--- src/rtl/sram_resp_pkg.sv ---
// rtl/sram_resp_pkg.sv - shared types and constants for the SRAM responder
package sram_resp_pkg;

    localparam int DEF_AW    = 8;
    localparam int DEF_DW    = 8;
    localparam int DEF_CNT_W = 16;

    // cen/oen/wen are driven active low by the CPU controller
    localparam logic STB_ACTIVE = 1'b0;
    localparam logic STB_IDLE   = 1'b1;

    typedef enum logic {
        ST_LOAD = 1'b0,
        ST_RUN  = 1'b1
    } state_e;

endpackage

--- src/rtl/sram_arr.sv ---
// rtl/sram_arr.sv - 2**AW x DW array, one write port, asynchronous read port
module sram_arr #(
    parameter int AW = 8,
    parameter int DW = 8
) (
    input  logic          clk,
    input  logic          we,
    input  logic [AW-1:0] waddr,
    input  logic [DW-1:0] wdata,
    input  logic [AW-1:0] raddr,
    output logic [DW-1:0] rdata
);

    logic [DW-1:0] mem [0:(1<<AW)-1];

    // write port; no reset so contents survive rst and reload
    always_ff @(posedge clk) begin
        if (we) begin
            mem[waddr] <= wdata;
        end
    end

    assign rdata = mem[raddr];

endmodule

--- src/rtl/sram_resp.sv ---
// rtl/sram_resp.sv - SRAM-side responder with boot loader, access counters and error flag
module sram_resp
    import sram_resp_pkg::*;
#(
    parameter int AW        = DEF_AW,
    parameter int DW        = DEF_DW,
    parameter int BOOT_LOAD = 1,
    parameter int CNT_W     = DEF_CNT_W
) (
    input  logic             clk,
    input  logic             rst,
    input  logic [AW-1:0]    addr,
    input  logic [DW-1:0]    din,
    input  logic             cen,
    input  logic             oen,
    input  logic             wen,
    input  logic             den,
    output logic [DW-1:0]    dq,
    input  logic             ld_valid,
    input  logic [DW-1:0]    ld_data,
    input  logic             ld_last,
    output logic             ld_ready,
    input  logic             reload,
    output logic             cpu_rst_n,
    output logic [CNT_W-1:0] rd_cnt,
    output logic [CNT_W-1:0] wr_cnt,
    output logic             err
);

    localparam state_e RST_STATE = (BOOT_LOAD != 0) ? ST_LOAD : ST_RUN;
    localparam logic   RST_CPU_N = (BOOT_LOAD == 0);

    state_e           state_q, state_d;
    logic [AW-1:0]    ld_ptr_q, ld_ptr_d;
    logic             cpu_rst_n_q, cpu_rst_n_d;
    logic [CNT_W-1:0] rd_cnt_q, rd_cnt_d;
    logic [CNT_W-1:0] wr_cnt_q, wr_cnt_d;
    logic             err_q, err_d;

    logic             in_load, ld_accept, ld_done;
    logic             rd_hit, wr_hit, proto_err;
    logic             arr_we;
    logic [AW-1:0]    arr_waddr;
    logic [DW-1:0]    arr_wdata, arr_rdata;

    // strobes only mean anything in RUN; the loader owns the array in LOAD
    assign in_load   = (state_q == ST_LOAD);
    assign ld_accept = in_load && ld_valid;
    assign ld_done   = ld_last || (ld_ptr_q == {AW{1'b1}});
    assign rd_hit    = !in_load && (cen == STB_ACTIVE) && (oen == STB_ACTIVE) && (wen == STB_IDLE);
    assign wr_hit    = !in_load && (cen == STB_ACTIVE) && (wen == STB_ACTIVE) && den;
    // write strobe without chip enable or data, or fighting an output enable
    assign proto_err = !in_load && (wen == STB_ACTIVE) &&
                       ((cen == STB_IDLE) || !den || (oen == STB_ACTIVE));

    assign arr_we    = ld_accept || wr_hit;
    assign arr_waddr = in_load ? ld_ptr_q : addr;
    assign arr_wdata = in_load ? ld_data : din;

    sram_arr #(.AW(AW), .DW(DW)) u_arr (
        .clk   (clk),
        .we    (arr_we),
        .waddr (arr_waddr),
        .wdata (arr_wdata),
        .raddr (addr),
        .rdata (arr_rdata)
    );

    assign dq        = rd_hit ? arr_rdata : '0;
    assign ld_ready  = in_load;
    assign cpu_rst_n = cpu_rst_n_q;
    assign rd_cnt    = rd_cnt_q;
    assign wr_cnt    = wr_cnt_q;
    assign err       = err_q;

    // next state: load sequencing, reload, saturating counters, sticky error
    always_comb begin
        state_d  = state_q;
        ld_ptr_d = ld_ptr_q;
        rd_cnt_d = rd_cnt_q;
        wr_cnt_d = wr_cnt_q;
        err_d    = err_q || proto_err;
        if (in_load) begin
            if (ld_accept) begin
                if (ld_done) begin
                    state_d  = ST_RUN;
                    ld_ptr_d = '0;
                end else begin
                    ld_ptr_d = ld_ptr_q + AW'(1);
                end
            end
        end else begin
            if (reload) begin
                state_d  = ST_LOAD;
                ld_ptr_d = '0;
            end
            if (rd_hit && (rd_cnt_q != {CNT_W{1'b1}})) begin
                rd_cnt_d = rd_cnt_q + CNT_W'(1);
            end
            if (wr_hit && (wr_cnt_q != {CNT_W{1'b1}})) begin
                wr_cnt_d = wr_cnt_q + CNT_W'(1);
            end
        end
        // CPU is held in reset whenever the next state is LOAD
        cpu_rst_n_d = (state_d == ST_RUN);
    end

    // state registers with asynchronous active-low reset
    always_ff @(posedge clk or negedge rst) begin
        if (!rst) begin
            state_q     <= RST_STATE;
            ld_ptr_q    <= '0;
            cpu_rst_n_q <= RST_CPU_N;
            rd_cnt_q    <= '0;
            wr_cnt_q    <= '0;
            err_q       <= 1'b0;
        end else begin
            state_q     <= state_d;
            ld_ptr_q    <= ld_ptr_d;
            cpu_rst_n_q <= cpu_rst_n_d;
            rd_cnt_q    <= rd_cnt_d;
            wr_cnt_q    <= wr_cnt_d;
            err_q       <= err_d;
        end
    end

endmodule

--- config.mk ---
export PLATFORM = sky130hd
export DESIGN_NAME = sram_resp
export DESIGN_NICKNAME = d
export VERILOG_FILES = /design/src/rtl/sram_resp_pkg.sv /design/src/rtl/sram_arr.sv /design/src/rtl/sram_resp.sv
export SDC_FILE = /design/constraint.sdc
export NUM_CORES = 2
export LEC_CHECK = 0
export CAP_MARGIN = 20
export CORE_AREA = 3 3 378 380
export CTS_BUF_LIST = sky130_fd_sc_hd__clkbuf_2 sky130_fd_sc_hd__clkbuf_4 sky130_fd_sc_hd__clkbuf_8
export DETAILED_ROUTE_END_ITERATION = 8
export DIE_AREA = 0 0 381 383
export GPL_TIMING_DRIVEN = 0
export PLACE_DENSITY = 0.78
export SYNTH_ARGS = -nofsm -noshare
export SYNTH_HDL_FRONTEND = slang
export SYNTH_SLANG_ARGS = --single-unit
--- constraint.sdc ---
create_clock -name clk -period 3.15 [get_ports clk]
set_input_delay 0.4725 -clock clk [delete_from_list [all_inputs] [get_ports clk]]
set_output_delay 0.4725 -clock clk [all_outputs]
set_load 0.01 [all_outputs]
==> impl_results.html <==
<table>
<tr><th>Metric</th><th>Value</th></tr>
<tr><th colspan="2">Run status</th></tr>
<tr><td>Result of the run</td><td>finished with violations</td></tr>
<tr><td>Failing checks</td><td>setup timing</td></tr>
<tr><th colspan="2">Timing</th></tr>
<tr><td>Time the worst path needs with I/O delays and setup</td><td>4.00 ns</td></tr>
<tr><td>Final Hold Vio Count</td><td>0</td></tr>
<tr><td>Highest clock frequency the design can meet</td><td>250 MHz</td></tr>
<tr><td>Worst-margin pin slew</td><td>0.986 ns</td></tr>
<tr><td>Slew HR</td><td>34.1%</td></tr>
<tr><td>Final setup margin</td><td>-0.846 ns</td></tr>
<tr><td>Pins Over Slew Limit</td><td>0</td></tr>
<tr><td>Clock skew</td><td>0.0768 ns</td></tr>
<tr><td>RSZ-0062 raised after global routing</td><td>yes</td></tr>
<tr><td>Final setup violating endpoints</td><td>106</td></tr>
<tr><td>Worst hold slack</td><td>0.146 ns</td></tr>
<tr><td>Sum Neg Setup Slack</td><td>-7.82 ns</td></tr>
<tr><td>Final period utilization</td><td>127%</td></tr>
<tr><th colspan="2">Run</th></tr>
<tr><td>Max cap viols</td><td>0</td></tr>
<tr><th colspan="2">Power and ir drop</th></tr>
<tr><td>Proportion of power drawn by flip-flops and latches</td><td>53.3%</td></tr>
<tr><td>Total Power</td><td>58.6 mW</td></tr>
<tr><td>Static Leak</td><td>30.8 nW</td></tr>
<tr><td>Pwr per Cell Area</td><td>605 nW/um^2</td></tr>
<tr><td>Power dissipated by switching net loads</td><td>14.3 mW</td></tr>
<tr><td>Cell internal pwr</td><td>44.3 mW</td></tr>
<tr><td>Proportion of power drawn by the clock network</td><td>38.1%</td></tr>
<tr><td>Combinational power share</td><td>8.6%</td></tr>
<tr><td>Net switching fraction of the power</td><td>24.4%</td></tr>
<tr><td>Maximum VDD drop</td><td>0.525 mV</td></tr>
<tr><th colspan="2">Synthesis</th></tr>
<tr><td>Yosys warnings</td><td>0</td></tr>
<tr><td>Async set-reset flop share out of synthesis</td><td>2.01%</td></tr>
<tr><td>Cell types with the highest counts after synthesis</td><td>2048 x sky130_fd_sc_hd__edfxtp_1, 395 x sky130_fd_sc_hd__mux4_2, 338 x sky130_fd_sc_hd__nor2_1</td></tr>
<tr><td>Post-synthesis instance area</td><td>82300 sq um</td></tr>
<tr><td>Average cell area after synthesis</td><td>20.2 sq um</td></tr>
<tr><td>Number of synthesized register bits</td><td>2090</td></tr>
<tr><td>Unique cell type count in the Yosys netlist</td><td>62</td></tr>
<tr><td>Biggest area contributors in the synthesized netlist</td><td>sky130_fd_sc_hd__edfxtp_1 75%, sky130_fd_sc_hd__mux4_2 11%, sky130_fd_sc_hd__mux2i_1 3.1%</td></tr>
<tr><td>Count of flip-flops with a built-in enable after synthesis</td><td>2048</td></tr>
<tr><td>Top-count cell post-synth</td><td>sky130_fd_sc_hd__edfxtp_1</td></tr>
<tr><td>Synthesized instance count</td><td>4074</td></tr>
<tr><td>Most common flop cell mapped by yosys</td><td>sky130_fd_sc_hd__edfxtp_1</td></tr>
<tr><td>Cell type with the largest total area after synthesis</td><td>sky130_fd_sc_hd__edfxtp_1</td></tr>
<tr><td>Sequential share of the synthesized area</td><td>76.0%</td></tr>
<tr><td>Nets in the synthesized netlist</td><td>4110</td></tr>
<tr><td>Synth top area share</td><td>74.7%</td></tr>
<tr><th colspan="2">Setup path</th></tr>
<tr><td>Critical path's most frequent cell</td><td>sky130_fd_sc_hd__buf_2</td></tr>
<tr><td>Endpoint type of the worst setup path</td><td>output port</td></tr>
<tr><td>Worst path slowest cell</td><td>sky130_fd_sc_hd__clkdlybuf4s15_1</td></tr>
<tr><td>Slowest Stage Delay on Critical Path</td><td>0.55 ns</td></tr>
<tr><td>Launching element type of the critical path</td><td>primary input</td></tr>
<tr><td>Cells traversed along the worst timing path</td><td>clkdlybuf4s15_1 -&gt; clkbuf_4 -&gt; or3_1 -&gt; buf_2 -&gt; o22ai_1 -&gt; or4_4 -&gt; o31ai_4 -&gt; buf_2</td></tr>
<tr><td>Category of the critical setup timing path</td><td>in2out</td></tr>
<tr><td>Max Fanout on Critical Path</td><td>10</td></tr>
<tr><td>Required time reported for the critical path endpoint</td><td>2.68 ns</td></tr>
<tr><td>Data arrival time of the critical path</td><td>3.52 ns</td></tr>
<tr><th colspan="2">Global route</th></tr>
<tr><td>Largest net degree at the start of global routing</td><td>161</td></tr>
<tr><td>Global-route usage over all layers</td><td>37.0%</td></tr>
<tr><td>Number of global-route vias before repair</td><td>46100</td></tr>
<tr><td>Final global-route overflow total</td><td>0</td></tr>
<tr><td>Global-route wire length before repair</td><td>367 mm</td></tr>
<tr><td>Antenna violations before repair</td><td>6</td></tr>
<tr><th colspan="2">Clock network</th></tr>
<tr><td>CTS tree</td><td>built</td></tr>
<tr><td>CTS Buf Count</td><td>337</td></tr>
<tr><td>Maximum buffer depth of the clock tree</td><td>4</td></tr>
<tr><td>Clock root buffer master</td><td>sky130_fd_sc_hd__clkbuf_8</td></tr>
<tr><td>Number of levels in the clock H-tree</td><td>5</td></tr>
<tr><td>Clock tree sinks</td><td>2090</td></tr>
<tr><td>Clock-pin slew on the worst setup and hold paths</td><td>0.06 ns</td></tr>
<tr><td>Worst skew pair latency</td><td>1.04 ns</td></tr>
<tr><th colspan="2">Detailed routing</th></tr>
<tr><td>Routed Wire Length</td><td>271 mm</td></tr>
<tr><td>Drt first pass iters</td><td>9</td></tr>
<tr><td>Vias after detailed routing</td><td>48100</td></tr>
<tr><td>DRC Markers</td><td>0</td></tr>
<tr><td>Vias per Instance</td><td>7.21</td></tr>
<tr><td>Post-DR wirelength/cell</td><td>40.6 microns</td></tr>
<tr><td>Number of nets with antenna violations after routing</td><td>0</td></tr>
<tr><td>Starting DRC count in detailed routing</td><td>8665</td></tr>
<tr><th colspan="2">Cells and area</th></tr>
<tr><td>Fraction of layout cells with a size suffix above 1</td><td>34.6%</td></tr>
<tr><td>Post-layout net count</td><td>4593</td></tr>
<tr><td>Cell area after layout</td><td>96900 sq um</td></tr>
<tr><td>Area growth from synthesis to layout</td><td>17.7%</td></tr>
<tr><th colspan="2">Floorplanning</th></tr>
<tr><td>Placeable core area</td><td>140000 sq um</td></tr>
<tr><td>Horizontal extent of the die</td><td>381 microns</td></tr>
<tr><td># IOs</td><td>76</td></tr>
<tr><td>Initial core utilization</td><td>59.0%</td></tr>
<tr><td>Total die area</td><td>146000 sq um</td></tr>
<tr><td>Core Rows</td><td>137</td></tr>
<tr><td>Die extent in y</td><td>383 microns</td></tr>
<tr><th colspan="2">Placement</th></tr>
<tr><td>Dpl hpwl</td><td>175 mm</td></tr>
<tr><td>Cell area reported after detailed placement</td><td>86000 sq um</td></tr>
<tr><td>Routability Congestion</td><td>1.04</td></tr>
<tr><td>Pre-CTS WS</td><td>-3.21 ns</td></tr>
<tr><td>Number of buffer cells added on primary ports</td><td>71</td></tr>
<tr><th colspan="2">Worst hold path</th></tr>
<tr><td>Worst hold path type</td><td>in2reg</td></tr>
</table>
[worst paths after layout]
kind / startpoint / endpoint / slack, ns / cells after the start
setup / recovery: addr[5] / dq[7] / -0.85 / 8
hold / removal: ld_valid / ld_ptr_q[6] / 0.15 / 3
setup reg to reg: cpu_rst_n / u_arr.mem[130][2] / -0.07 / 11
hold reg to reg: wr_cnt[11] / wr_cnt[11] / 0.50 / 1
max in group asynchronous: rst / ld_ptr_q[7] / 1.78 / 4
min in group asynchronous: rst / err / 0.48 / 4
[layer usage]
layer  share of wire (%)  wire length, microns  GRT usage [%]  vias up
met1                  33                 89900           48.4    24400
li1                    -                     -              -    17900
met3                  16                 44500           15.7      962
met5              0.0048                    13          0.364        -
met4                 7.5                 20300           22.6        2
met2                  43                116000           52.0     4782
[cell families after synthesis]
group / Yosys count / share of synthesized area (%)
AND/OR/NAND/NOR: 619 / 3.19
multiplexers: 699 / 15.1
XOR/XNOR: 32 / 0.340
buffers and inverters: 250 / 1.99
AO/OA/AOI/OAI: 381 / 3.33
adder cells (fa/ha/maj): 3 / 0.0456
flip-flops: 2090 / 76.0
[power by group through the flow]
stage                     combinational [mW]  clock [mW]  sequential, mW
after floorplan                         2.15           0            31.9
after global placement                  3.96           0            32.0
after detailed placement                4.22           0            31.8
after CTS                               4.70        22.1            31.2
after global routing                    5.07        23.4            31.2
final                                   5.06        22.3            31.2
[flip-flops by register name, summed over array words and instances (netlist names)]
register	flops
err	1
ld_ptr_q	8
wr_cnt	16
rd_cnt	16
u_arr.mem	2048
cpu_rst_n	1
[metrics by stage]
| step | util (%) | instances |
|---|---|---|
| after floorplan | - | 4074 |
| after global placement | 61.2 | 6021 |
| after detailed placement | 61.7 | 6053 |
| after CTS | 68.6 | 6638 |
| after global routing | 69.4 | 6665 |
| final | 69.4 | 6667 |
[worst max-delay path, delay by kind of cell]
family | cells | cell delay, ns
AOI/OAI and AO/OA | 2 | 0.56
and+or+nand+nor | 2 | 0.84
buffers and inverters | 4 | 1.64
[what timing repair did]
action / 4_1_cts / 5_1_grt
gates resized for setup: 989 / 176
endpoints found under the hold margin: 44 / 0
setup buffers: 8 / 27
pin swaps: 33 / 40
hold buffers: 5 / 0
cloned: 4 / 0
setup endpoints to repair: 3031 / 1417
[final cells by class]
type                       count  area [sq um]
sequential                  2090         62600
buffer                       241          2680
clock inverter               120           641
timing repair buffer         143          1770
clock buffer                 450          5540
antenna                        3          7.51
multi-input combinational   1738         21300
tap                         1876          2350
inverter                       6          27.5
fill                        8213         42600
[cell usage in the layout, fill, tap and decap left out, types with 50 or more instances in the layout]
| master | netlist | final |
|---|---|---|
| sky130_fd_sc_hd__edfxtp_1 | 2048 | 2048 |
| sky130_fd_sc_hd__mux4_2 | 395 | 399 |
| sky130_fd_sc_hd__clkbuf_8 | 0 | 364 |
| sky130_fd_sc_hd__mux2i_1 | 256 | 250 |
| sky130_fd_sc_hd__nor2_4 | 0 | 216 |
| sky130_fd_sc_hd__clkbuf_4 | 1 | 132 |
| sky130_fd_sc_hd__nand2_1 | 149 | 127 |
| sky130_fd_sc_hd__o221ai_1 | 115 | 104 |
| sky130_fd_sc_hd__o22ai_1 | 110 | 84 |
| sky130_fd_sc_hd__clkinv_1 | 1 | 74 |
| sky130_fd_sc_hd__nor2_1 | 338 | 72 |
| sky130_fd_sc_hd__buf_6 | 33 | 64 |
| sky130_fd_sc_hd__clkdlybuf4s50_1 | 0 | 59 |
| sky130_fd_sc_hd__buf_4 | 29 | 54 |
| sky130_fd_sc_hd__nor2_2 | 0 | 50 |
Note: power is estimated with default switching activity, not from simulation.
